--- src/rtl/message_collection.sv ---
// Collects one message word from a source process: direct core hand-off, or stack pop (+ optional PC rewrite) in memory; MESSAGE_COLLECTION_UNDERFLOW_CHECK_EN adds an empty-stack check.
// Latency from reset release: 1 cycle (core hand-off), 6 (pop), 10 (pop + jump), 4 (underflow).
// No backpressure: the controller starts the block by releasing reset and ends it by pulling reset low after finished.
module message_collection #(
    parameter int                  addrBits          = 8,
    parameter int                  dataBits          = 16,
    parameter logic [addrBits-1:0] emptyStackPointer = '0
) (
    input  logic                clk,
    input  logic                reset,
    output logic                finished,
    output logic                memoryCellReadWriteMode,
    output logic [addrBits-1:0] memoryCellAddress,
    output logic [dataBits-1:0] memoryCellDataIn,
    input  logic [dataBits-1:0] memoryCellDataOut,
    input  logic [addrBits-1:0] core0Process,
    input  logic [addrBits-1:0] core1Process,
    input  logic [addrBits-1:0] sourceProcess,
    input  logic                needsJump,
    input  logic [8:0]          jumpDestination,
    output logic [dataBits-1:0] message,
    output logic                collectFromCore0,
    output logic                collectFromCore1,
    output logic                underflow
);

    localparam logic RAM_READ  = 1'b0;
    localparam logic RAM_WRITE = 1'b1;

`ifdef MESSAGE_COLLECTION_UNDERFLOW_CHECK_EN
    localparam bit UF_EN = 1'b1;
`else
    localparam bit UF_EN = 1'b0;
`endif

    typedef enum logic [2:0] {
        S_INIT,
        S_READ_TOP,
        S_WRITE_SP,
        S_READ_PC,
        S_WRITE_PC,
        S_DONE
    } state_t;

    state_t              r_state, w_state_nxt;
    logic                r_tick;
    logic                r_finished, w_finished_nxt;
    logic                r_core0, w_core0_nxt;
    logic                r_core1, w_core1_nxt;
    logic                r_underflow, w_underflow_nxt;
    logic [dataBits-1:0] r_message, w_message_nxt;
    logic [dataBits-1:0] r_spWord, w_spWord_nxt;
    logic [dataBits-10:0] r_flags, w_flags_nxt;

    logic                w_mode;
    logic [addrBits-1:0] w_addr;
    logic [dataBits-1:0] w_din;
    logic [addrBits-1:0] w_sp;
    logic [addrBits-1:0] w_sp_inc;
    logic                w_uf_hit;

    assign w_sp     = r_spWord[dataBits-1 -: addrBits];
    assign w_sp_inc = w_sp + 1'b1;
    assign w_uf_hit = UF_EN && (w_sp == emptyStackPointer);

    always_ff @(posedge clk) begin
        if (!reset) begin
            r_state     <= S_INIT;
            r_tick      <= 1'b0;
            r_finished  <= 1'b0;
            r_core0     <= 1'b0;
            r_core1     <= 1'b0;
            r_underflow <= 1'b0;
            r_message   <= '0;
            r_spWord    <= '0;
            r_flags     <= '0;
        end else begin
            r_state     <= w_state_nxt;
            r_tick      <= ~r_tick;
            r_finished  <= w_finished_nxt;
            r_core0     <= w_core0_nxt;
            r_core1     <= w_core1_nxt;
            r_underflow <= w_underflow_nxt;
            r_message   <= w_message_nxt;
            r_spWord    <= w_spWord_nxt;
            r_flags     <= w_flags_nxt;
        end
    end

    // Read data is re-captured on both cycles of a read state; the tick-1 sample is the one kept.
    always_comb begin
        w_state_nxt     = r_state;
        w_finished_nxt  = r_finished;
        w_core0_nxt     = r_core0;
        w_core1_nxt     = r_core1;
        w_underflow_nxt = r_underflow;
        w_message_nxt   = r_message;
        w_spWord_nxt    = r_spWord;
        w_flags_nxt     = r_flags;
        w_mode          = RAM_READ;
        w_addr          = 'x;
        w_din           = 'x;
        case (r_state)
            S_INIT: begin
                w_addr       = '0;
                w_spWord_nxt = memoryCellDataOut;
                if (core0Process == sourceProcess) begin
                    w_finished_nxt = 1'b1;
                    w_core0_nxt    = 1'b1;
                    w_state_nxt    = S_DONE;
                end else if (core1Process == sourceProcess) begin
                    w_finished_nxt = 1'b1;
                    w_core1_nxt    = 1'b1;
                    w_state_nxt    = S_DONE;
                end else if (r_tick) begin
                    w_state_nxt = S_READ_TOP;
                end
            end
            S_READ_TOP: begin
                if (w_uf_hit) begin
                    if (r_tick) begin
                        w_finished_nxt  = 1'b1;
                        w_underflow_nxt = 1'b1;
                        w_state_nxt     = S_DONE;
                    end
                end else begin
                    w_addr        = w_sp;
                    w_message_nxt = memoryCellDataOut;
                    if (r_tick) w_state_nxt = S_WRITE_SP;
                end
            end
            S_WRITE_SP: begin
                w_mode = RAM_WRITE;
                w_addr = '0;
                w_din  = {w_sp_inc, r_spWord[dataBits-addrBits-1:0]};
                if (r_tick) begin
                    if (needsJump) begin
                        w_state_nxt = S_READ_PC;
                    end else begin
                        w_finished_nxt = 1'b1;
                        w_state_nxt    = S_DONE;
                    end
                end
            end
            S_READ_PC: begin
                w_addr      = addrBits'(1);
                w_flags_nxt = memoryCellDataOut[dataBits-1:9];
                if (r_tick) w_state_nxt = S_WRITE_PC;
            end
            S_WRITE_PC: begin
                w_mode = RAM_WRITE;
                w_addr = addrBits'(1);
                w_din  = {r_flags, jumpDestination};
                if (r_tick) begin
                    w_finished_nxt = 1'b1;
                    w_state_nxt    = S_DONE;
                end
            end
            S_DONE: begin
            end
            default: w_state_nxt = S_INIT;
        endcase
    end

    assign finished                = r_finished;
    assign memoryCellReadWriteMode = w_mode;
    assign memoryCellAddress       = w_addr;
    assign memoryCellDataIn        = w_din;
    assign message                 = r_message;
    assign collectFromCore0        = r_core0;
    assign collectFromCore1        = r_core1;
    assign underflow               = r_underflow;

endmodule

--- config.mk ---
export PLATFORM = sky130hd
export DESIGN_NAME = message_collection
export DESIGN_NICKNAME = d
export VERILOG_FILES = /design/src/rtl/message_collection.sv
export SDC_FILE = /design/constraint.sdc
export NUM_CORES = 1
export LEC_CHECK = 0
export CAP_MARGIN = 20
export CORE_MARGIN = 8
export CORE_UTILIZATION = 43
export CTS_CLUSTER_DIAMETER = 60
export DETAILED_ROUTE_END_ITERATION = 12
export HOLD_SLACK_MARGIN = 0.08
export PLACE_DENSITY = 0.82
export SLEW_MARGIN = 20
export SYNTH_ARGS = -nofsm -noshare
export SYNTH_HDL_FRONTEND = slang
export SYNTH_SLANG_ARGS = --single-unit
--- constraint.sdc ---
create_clock -name clk -period 2.6 [get_ports clk]
set_clock_uncertainty 0.15 [all_clocks]
set_input_delay 0.78 -clock clk [delete_from_list [all_inputs] [get_ports clk]]
set_output_delay 0.78 -clock clk [all_outputs]
set_load 0.1 [all_outputs]
==> impl_metrics.json <==
{
  "status": "finished clean",
  "portBuffers": 95,
  "drive_gt1_frac": 0.255,
  "grt-ovfl-total": 0,
  "cts_made_buffers": 5,
  "peakVddDrop_mv": 0.396,
  "hold_violations": 0,
  "vias": 2361,
  "grt_pass1_wl_um": 11400,
  "final_nets": 437,
  "timing.critical_path.buf_inv": 2,
  "syn_inst": 287,
  "fin_setup_tns_ps": 0,
  "die_area_sq_mm": 0.00797,
  "max_slew_margin": 0.577,
  "crit_path_start_kind": "input port",
  "io_pins": 97,
  "die_x_um": 89.3,
  "hold_class": "reg -> reg",
  "powerDensity_mw_per_mm2": 623,
  "dr.pass1.iters": 4,
  "drt-vias-per-instance": 5.19,
  "row_count": 26,
  "cap_violations": 0,
  "slew_viol_final": 0,
  "grt_antenna_before_repair": 0,
  "tightest_slew_ps": 633,
  "critPathTopFamily": "buffers and inverters",
  "gp_congestion": 0.861,
  "place.detailed.hpwl_um": 5700,
  "min_period_over_period": 0.990,
  "synthDistinctLibCells": 39,
  "clock.fmax_mhz": 388,
  "place_inst": 444,
  "async_flop_share": 0,
  "synth_nets": 340,
  "cp_slowest_cell": "clkdlybuf4s50_1",
  "worst_setup_path_end_kind": "output port",
  "synth_edf_count": 0,
  "wl_per_cell_um": 16.7,
  "first_iter_violations": 218,
  "finalSetupViolCount": 0,
  "drc": 0,
  "ys_warn_count": 0,
  "syn_to_final_growth_pct": 65.0,
  "diodes": 0,
  "worstPathCellList": "clkdlybuf4s50_1, mux2_4, buf_12",
  "h-tree-depth": 2,
  "hold_ws_ps": 311,
  "worstPathMaxFanout": 1,
  "leakage_uw": 0.00149,
  "cp.arrival_ps": 1640,
  "start_util": 0.449,
  "synth-main-ff-cell": "dfxtp_1",
  "cts_tree": "yes",
  "synth_seq_cells": 46,
  "fin_util": 0.741,
  "cts_sinks": 46,
  "critical_path_class": "in -> out",
  "syn_avg_cell_area_sq_um": 8.05,
  "ant_nets": 0,
  "first_global_vias": 2374,
  "crit_required_ps": 1670,
  "core-area_sq_mm": 0.00514,
  "rsz0062_at_grt": "yes",
  "routed_wirelength_um": 7610,
  "ys_seq_area_frac": 0.399,
  "final_cell_count_no_fill": 455,
  "die_y_um": 89.3,
  "grt_usage": 0.186,
  "clock_latency_ps": 300,
  "netlist_area_sq_mm": 0.00231,
  "grt_max_degree": 26,
  "clockBufferDepth": 2,
  "period_minus_slack_ps": 2570,
  "cts_root_buf": "clkbuf_8",
  "slowest_delay_ps": 410,
  "clkTransAtPathRegs_ps": 90
}
==> power breakdown <==
part / internal, uW / total (uW) / switching [uW]
registers: 756 / 798 / 41.9
logic: 365 / 1040 / 674
clock network: 288 / 538 / 249
total: 1410 / 2370 / 965
==> cell usage after synthesis (all sizes together), types with 2 or more instances <==
cell | count | area [sq um]
nor2 | 8 | 32.5
nor3 | 2 | 21.3
o21ai | 12 | 60.1
clkbuf | 5 | 18.8
nor2b | 8 | 50.1
xor2 | 20 | 175
and3 | 2 | 12.5
xnor2 | 3 | 26.3
dfxtp | 46 | 921
nor4 | 4 | 67.6
nand3 | 12 | 60.1
buf | 13 | 92.6
nand2 | 84 | 315
mux2 | 9 | 124
inv | 2 | 7.51
a21oi | 41 | 205
==> placed cells by master (no fill, tap or decap), drive strengths merged, types with 2 or more instances in the layout <==
cell type / netlist / final
nand2: 84 / 84
clkinv: 1 / 2
buf: 13 / 56
nor3: 2 / 2
and3: 2 / 2
nor2: 8 / 8
nor4: 4 / 4
clkbuf: 5 / 5
nand3: 12 / 12
nor2b: 8 / 8
mux2: 9 / 9
xnor2: 3 / 3
xor2: 20 / 20
clkdlybuf4s50: 0 / 51
o21ai: 12 / 12
dfxtp: 46 / 46
a21oi: 41 / 41
inv: 2 / 3
==> final timing paths <==
kind / depth (start not counted) / slack (ps) / from / end
setup reg to reg: 6 / 780 / r_state[1] / message[7]
setup / recovery: 3 / 30 / jumpDestination[7] / memoryCellDataIn[7]
hold / removal: 2 / 310 / r_spWord[4] / r_spWord[4]
hold reg to reg: 2 / 310 / r_spWord[4] / r_spWord[4]
==> worst reg2reg max path, delay by kind of cell, from the launching register on <==
family	cells	cell delay, ps
AND/OR/NAND/NOR	3	730
buffers and inverters	2	420
flip-flops	1	350
AO/OA/AOI/OAI	1	110
==> metal layers <==
layer	track usage	routed length (um)	vias up	part of all wire
met4	0.0619	136	0	0.018
li1	-	-	1150	-
met5	0	0	-	0
met3	0.0294	365	13	0.048
met1	0.197	2960	1121	0.39
met2	0.360	4150	77	0.55
==> layout make-up <==
cell class,instances,area (sq um)
clock buffer,5,68.8
timing repair buffer,108,1300
clock inverter,3,43.8
tap,70,87.6
fill,390,1330
inverter,3,11.3
sequential,46,927
multi-input combinational,220,1380
==> what timing repair did <==
item | CTS | global route
pin swaps | 0 | 2
resized for setup | 6 | 11
cloned | 1 | 0
endpoints found under the setup margin | 18 | 16
buffers inserted | 0 | 2
hold buffers | 0 | 0
hold endpoints to repair | 0 | 0
==> per-stage QoR <==
| stage | instance area (sq um) | total power (uW) | worst slack [ps] |
|---|---|---|---|
| 2_1_floorplan | 2380 | 1470 | -371 |
| 3_3_place_gp | 3600 | 1810 | 31.0 |
| 3_5_place_dp | 3600 | 1830 | 24.6 |
| 4_1_cts | 3760 | 2370 | 18.1 |
| 5_1_grt | 3810 | 2460 | -6.77 |
| 6_report | 3810 | 2370 | 25.1 |
==> logic make-up (layout without fill, tap and decap cells) <==
logic type | count (synthesis) | count (layout) | synth area share
other cells | 1 | 1 | 0.00162
mux | 9 | 9 | 0.0536
buf+inv | 21 | 119 | 0.0531
compound gates | 62 | 62 | 0.146
fa+ha+maj | 1 | 1 | 0.00542
xor+xnor | 23 | 23 | 0.0872
simple gates | 124 | 124 | 0.255
flops | 46 | 46 | 0.399
==> state kept, by name, indices dropped and copies added (netlist names) <==
register / cells
collectFromCore0: 1
collectFromCore1: 1
finished: 1
message: 16
r_flags: 7
r_spWord: 16
r_state: 3
r_tick: 1
No activity file was read; power rests on OpenSTA's default activity.
